[src/rtl/fb_pkg.sv]
// Shared framebuffer geometry, state encoding and helpers.
// Imported by the arbiter and its address generator.
package fb_pkg;

  localparam int PX_WIDTH   = 160;
  localparam int PX_HEIGHT  = 120;
  localparam int PIX_W      = 3;
  localparam int ADDR_W     = 16;
  localparam int FRAME_SIZE = PX_WIDTH * PX_HEIGHT;

  typedef enum logic {
    ST_IDLE  = 1'b0,
    ST_CLEAR = 1'b1
  } fb_state_t;

  function automatic logic is_last_px(
    input logic [ADDR_W-1:0] a
  );
    return a == ADDR_W'(FRAME_SIZE - 1);
  endfunction

endpackage

[src/rtl/fb_addr_gen.sv]
// Pixel coordinate to linear address, plus range check.
// Ports: i_x, i_y (8b coords) -> o_addr (ADDR_W), o_in_range.
module fb_addr_gen
  import fb_pkg::*;
(
  input  logic [7:0]        i_x,
  input  logic [7:0]        i_y,
  output logic [ADDR_W-1:0] o_addr,
  output logic              o_in_range
);

  logic [ADDR_W-1:0] w_x;
  logic [ADDR_W-1:0] w_y;

  assign w_x = ADDR_W'(i_x);
  assign w_y = ADDR_W'(i_y);

  assign o_addr = w_y * ADDR_W'(PX_WIDTH) + w_x;

  assign o_in_range = (w_x < ADDR_W'(PX_WIDTH)) &&
                      (w_y < ADDR_W'(PX_HEIGHT));

endmodule

[src/rtl/fb_arbiter.sv]
// Single-port framebuffer arbiter: display reads, renderer
// writes and a full-frame clear engine, one access per cycle.
// Ports: clk/rst; disp_* read port (gnt, 2-cycle rvalid/rdata);
// rend_* write port; clr_start/busy/done; registered mem_* bus.
module fb_arbiter
  import fb_pkg::*;
#(
  parameter logic [PIX_W-1:0] CLR_COLOR    = '0,
  parameter int               STARVE_LIMIT = 4
) (
  input  logic              clk,
  input  logic              rst,
  input  logic              disp_req,
  input  logic [7:0]        disp_x,
  input  logic [7:0]        disp_y,
  output logic              disp_gnt,
  output logic              disp_rvalid,
  output logic [PIX_W-1:0]  disp_rdata,
  input  logic              rend_req,
  input  logic [7:0]        rend_x,
  input  logic [7:0]        rend_y,
  input  logic [PIX_W-1:0]  rend_color,
  output logic              rend_gnt,
  input  logic              clr_start,
  output logic              clr_busy,
  output logic              clr_done,
  output logic              mem_we,
  output logic [ADDR_W-1:0] mem_addr,
  output logic [PIX_W-1:0]  mem_din,
  input  logic [PIX_W-1:0]  mem_dout
);

  localparam int SC_W =
    (STARVE_LIMIT < 1) ? 1 : $clog2(STARVE_LIMIT + 1);
  localparam logic [SC_W-1:0] SC_MAX = SC_W'(STARVE_LIMIT);

  fb_state_t         r_state;
  fb_state_t         w_state_nxt;
  logic [ADDR_W-1:0] r_clr_cnt;
  logic [SC_W-1:0]   r_starve;

  logic              r_we;
  logic [ADDR_W-1:0] r_addr;
  logic [PIX_W-1:0]  r_din;
  logic              r_done;
  logic [1:0]        r_rv;
  logic [1:0]        r_rng;

  logic [ADDR_W-1:0] w_disp_addr;
  logic              w_disp_in;
  logic [ADDR_W-1:0] w_rend_addr;
  logic              w_rend_in;

  logic              w_busy;
  logic              w_force;
  logic              w_disp_gnt;
  logic              w_rend_gnt;
  logic              w_clr_gnt;
  logic              w_clr_last;

  fb_addr_gen u_disp_ag (
    .i_x        (disp_x),
    .i_y        (disp_y),
    .o_addr     (w_disp_addr),
    .o_in_range (w_disp_in)
  );

  fb_addr_gen u_rend_ag (
    .i_x        (rend_x),
    .i_y        (rend_y),
    .o_addr     (w_rend_addr),
    .o_in_range (w_rend_in)
  );

  assign w_busy  = (r_state == ST_CLEAR);
  assign w_force = rend_req && !w_busy &&
                   (r_starve == SC_MAX);

  // Grant selection; renderer is locked out during CLEAR.
  always_comb begin
    w_state_nxt = r_state;
    w_disp_gnt  = 1'b0;
    w_rend_gnt  = 1'b0;
    w_clr_gnt   = 1'b0;
    w_clr_last  = 1'b0;
    unique case (r_state)
      ST_IDLE: begin
        if (w_force) begin
          w_rend_gnt = 1'b1;
        end else if (disp_req) begin
          w_disp_gnt = 1'b1;
        end else if (rend_req) begin
          w_rend_gnt = 1'b1;
        end
        if (clr_start) begin
          w_state_nxt = ST_CLEAR;
        end
      end
      ST_CLEAR: begin
        if (disp_req) begin
          w_disp_gnt = 1'b1;
        end else begin
          w_clr_gnt = 1'b1;
          if (is_last_px(r_clr_cnt)) begin
            w_clr_last  = 1'b1;
            w_state_nxt = ST_IDLE;
          end
        end
      end
    endcase
  end

  always_ff @(posedge clk) begin
    if (rst) begin
      r_state <= ST_IDLE;
    end else begin
      r_state <= w_state_nxt;
    end
  end

  always_ff @(posedge clk) begin
    if (rst) begin
      r_clr_cnt <= '0;
    end else if (!w_busy && clr_start) begin
      r_clr_cnt <= '0;
    end else if (w_clr_gnt) begin
      r_clr_cnt <= r_clr_cnt + 1'b1;
    end
  end

  // Counts display wins over a waiting renderer.
  always_ff @(posedge clk) begin
    if (rst) begin
      r_starve <= '0;
    end else if (w_rend_gnt || w_busy) begin
      r_starve <= '0;
    end else if (rend_req && w_disp_gnt &&
                 (r_starve != SC_MAX)) begin
      r_starve <= r_starve + 1'b1;
    end
  end

  // Memory bus; address/data hold when idle.
  always_ff @(posedge clk) begin
    if (rst) begin
      r_we   <= 1'b0;
      r_addr <= '0;
      r_din  <= '0;
    end else begin
      r_we <= 1'b0;
      if (w_disp_gnt) begin
        r_addr <= w_disp_addr;
      end else if (w_clr_gnt) begin
        r_we   <= 1'b1;
        r_addr <= r_clr_cnt;
        r_din  <= CLR_COLOR;
      end else if (w_rend_gnt) begin
        r_we   <= w_rend_in;
        r_addr <= w_rend_addr;
        r_din  <= rend_color;
      end
    end
  end

  always_ff @(posedge clk) begin
    if (rst) begin
      r_done <= 1'b0;
      r_rv   <= '0;
      r_rng  <= '0;
    end else begin
      r_done <= w_clr_last;
      r_rv   <= {r_rv[0], w_disp_gnt};
      r_rng  <= {r_rng[0], w_disp_gnt & w_disp_in};
    end
  end

  assign disp_gnt    = w_disp_gnt;
  assign rend_gnt    = w_rend_gnt;
  assign clr_busy    = w_busy;
  assign clr_done    = r_done;
  assign mem_we      = r_we;
  assign mem_addr    = r_addr;
  assign mem_din     = r_din;
  assign disp_rvalid = r_rv[1];
  assign disp_rdata  = (r_rv[1] && r_rng[1]) ? mem_dout : '0;

endmodule

[config.mk]
export PLATFORM = sky130hd
export DESIGN_NAME = fb_arbiter
export DESIGN_NICKNAME = d
export VERILOG_FILES = /design/src/rtl/fb_pkg.sv /design/src/rtl/fb_addr_gen.sv /design/src/rtl/fb_arbiter.sv
export SDC_FILE = /design/constraint.sdc
export NUM_CORES = 1
export LEC_CHECK = 0
export BUFFER_PORTS_ARGS = -buffer_cell sky130_fd_sc_hd__clkbuf_2
export CAP_MARGIN = 20
export CELL_PAD_IN_SITES_DETAIL_PLACEMENT = 1
export CELL_PAD_IN_SITES_GLOBAL_PLACEMENT = 2
export CORE_MARGIN = 2
export CORE_UTILIZATION = 28
export CTS_CLUSTER_SIZE = 20
export DETAILED_ROUTE_END_ITERATION = 8
export GPL_ROUTABILITY_DRIVEN = 0
export GPL_TIMING_DRIVEN = 0
export PLACE_DENSITY = 0.87
export SLEW_MARGIN = 0
export SYNTH_ARGS = -nofsm -noshare
export SYNTH_HDL_FRONTEND = slang
export SYNTH_SLANG_ARGS = --single-unit
[constraint.sdc]
create_clock -name clk -period 2.8 [get_ports clk]
set_clock_uncertainty 0.15 [all_clocks]
set_input_delay 0.28 -clock clk [delete_from_list [all_inputs] [get_ports clk]]
set_output_delay 0.28 -clock clk [all_outputs]
set_load 0.02 [all_outputs]
==> results.toml <==
[logic_synthesis]
netlist_instances = 390
synthDistinctLibCells = 50
synth.area.top_cells = "dfxtp_1 (29%), ha_1 (13%), xor2_1 (6.1%), nand2_1 (5.7%), nor2_1 (4.9%)"
netlist_area_um2 = 3150
synth_warnings = 0
synth-seq-cells = 45
synth_area_per_cell_um2 = 8.09
synth_nets = 470
ys.flop_type = "dfxtp_1"
yosysTopAreaCellShare_pct = 28.6
synth_seq_area_share_pct = 28.6
yosysTopAreaCell = "dfxtp_1"
synth-edff-count = 0
ys_async_sr_fraction_pct = 0

[global_route]
overflow = 0
grt_antenna_before_repair = 0
first_global_vias = 3177
grt_max_degree = 15
grt_util_all_layers_pct = 16.4
grt_pass1_wl_um = 15500

[layout]
n_antenna_cell = 0
fillers = 1359
final_common_cell = "clkbuf_2"
mostFrequentLayoutCells = "clkbuf_2 (69), nand2_1 (48), dfxtp_1 (45)"
drive_gt1_share_pct = 20.3
final_area_um2 = 3900
layout.nets = 547
area_growth_syn_to_layout_pct = 23.6
layout.cells.non_filler = 608

[sta]
min_period_ns = 2.71
setup_violations = 0
post-route-period-util_pct = 96.9
whs_ns = 0.0806
max_slew_margin_pct = 55.1
worstMarginPinSlew_ns = 0.668
hold_viol_final = 0
fmax_mhz = 369
drv_slew = 0

[critical_path]
ff2ff_setup_slack_ns = 0.38
worstSetupEndpointType = "register"
crit_type = "in -> reg"
path_max_fanout = 3
regToRegStartpoint = "clr_busy"
crit_chain = "clkbuf_2 > ha_1 > ha_1 > fa_2 > a211oi_4 > buf_4 > o32ai_1 > and4bb_1 > mux2i_1 > xor2_1 > a21o_1 > a31oi_1"
worstPathRequired_ns = 2.79
cp.arrival_ns = 2.70
r2r_cells = 7
start_kind = "input port"
cpPeakStageDelay_ns = 0.39
cp_slowest_cell = "fa_2"
cp_common_cell = "ha_1"
r2r-end = "mem_addr[15]"

[floorplanning]
start_util_pct = 28.8
die_w_um = 110
ios = 71
die_h_um = 110
die_area_um2 = 12100
fp-row-count = 38
core_area_um2 = 10900

[clocking]
clock-sinks = 45
tritoncts = "built"
clock-root-buffer = "clkbuf_16"
insertion_delay_ns = 0.28
htreeDepth = 2
clkTransAtPathRegs_ns = 0.06
holdBufCountCts = 0
cts_buffers = 5
clockBufferDepth = 2

[place]
placed_area_um2 = 3670
port_buffers = 68
dp_hpwl_um = 8040
dp.cells = 598

[hold_path]
hp-class = "in -> reg"
hold_depth = 3
hold_end = "mem_din[2]"
hp-start = "rend_color[2]"

[routing]
wl_um = 9870
via_per_inst = 5.10
antenna_left = 0
firstDrtPassIters = 5
drc = 0
via_count = 3098
drt_iter0_drc = 135
wire_per_inst_um = 16.2

[power]
powerDensity_nw_per_um2 = 509
p_leak_uw = 0.00163
ir_worst_vdd_mv = 0.251
power_uw = 1980

[job]
drv_cap = 0

[outcome]
status = "finished, final reports clean"
[cell families (layout without fill, tap and decap cells)]
family / count (synthesis) / count (layout) / share of synthesized area (%)
mux: 2 / 2 / 0.635
simple gates: 147 / 147 / 22.1
flops: 45 / 45 / 28.6
fa+ha+maj: 37 / 37 / 15.6
buf+inv: 29 / 107 / 3.57
xor+xnor: 35 / 35 / 9.96
compound gates: 95 / 95 / 19.6
[per-layer routing]
| layer | vias up | track usage, % | routed length [um] |
|---|---|---|---|
| met5 | - | 0 | 0 |
| met4 | 0 | 5.54 | 218 |
| met3 | 15 | 1.88 | 411 |
| met2 | 78 | 28.8 | 4680 |
| met1 | 1462 | 20.7 | 4560 |
| li1 | 1543 | - | - |
[metrics by stage]
step / setup WS (ns) / TNS, ns / util [%]
2_1_floorplan: 0.103 / 0 / -
6_report: 0.0877 / 0 / 35.7
4_1_cts: 0.00583 / 0 / 35.2
5_1_grt: -0.0255 / -0.0302 / 35.7
3_3_place_gp: -0.262 / -0.542 / 33.6
3_5_place_dp: -0.292 / -0.793 / 33.6
[flip-flops by register name, indices dropped and copies added, names as in the netlist]
signal     flops
mem_din        3
clr_done       1
r_rv           2
mem_addr      16
r_clr_cnt     16
clr_busy       1
mem_we         1
r_rng          2
r_starve       3
[synth_stat cells (6+ instances only)]
cell type,number
xor2_1,22
nor2b_1,7
xnor2_1,12
nand3_1,16
dfxtp_1,45
clkbuf_1,11
inv_1,13
o211ai_1,12
ha_1,33
o21ai_0,14
a21oi_1,26
nand2_1,48
nor2_1,41
o21ai_1,9
nand4_1,6
nor3_1,9
[worst max-delay path: cells and delay by family]
kind | cells | cell delay, ns
adders and majority gates | 3 | 0.93
AOI/OAI and AO/OA | 4 | 0.52
and+or+nand+nor | 1 | 0.29
buffers and inverters | 2 | 0.27
muxes | 1 | 0.21
xor gates and xnor gates | 1 | 0.20
[area by class of cell]
| cell class | instances | area (um2) | area share [%] |
|---|---|---|---|
| Buffer | 14 | 56.3 | 1.44 |
| Clock buffer | 6 | 139 | 3.56 |
| Clock inverter | 2 | 37.5 | 0.962 |
| Inverter | 15 | 56.3 | 1.44 |
| Multi-Input combinational cell | 316 | 2180 | 56.0 |
| Sequential cell | 45 | 901 | 23.1 |
| Tap cell | 140 | 175 | 4.49 |
| Timing Repair Buffer | 70 | 353 | 9.05 |
[how the worst max path moves through the flow]
stage	startpoint	cells after the start	to
after detailed placement	rend_y[1]	11	mem_addr[13]
after global routing	rend_y[1]	11	mem_addr[15]
final	rend_y[1]	12	mem_addr[13]
after CTS	rend_y[1]	11	mem_addr[13]
after global placement	rend_y[1]	11	mem_addr[13]
after floorplan	rend_y[1]	10	mem_addr[13]
[power breakdown]
part           switching, uW  internal (uW)  total (uW)  leakage (uW)
Clock                    253            446         699     0.0000831
Combinational            350            235         584       0.00118
Sequential              27.1            674         701      0.000368
[timing repair]
action | 4_1_cts | 5_1_grt
buffers inserted | 0 | 1
endpoints found under the setup margin | 0 | 3
gates resized for setup | 0 | 7
Power figures use the tool's default switching activity.
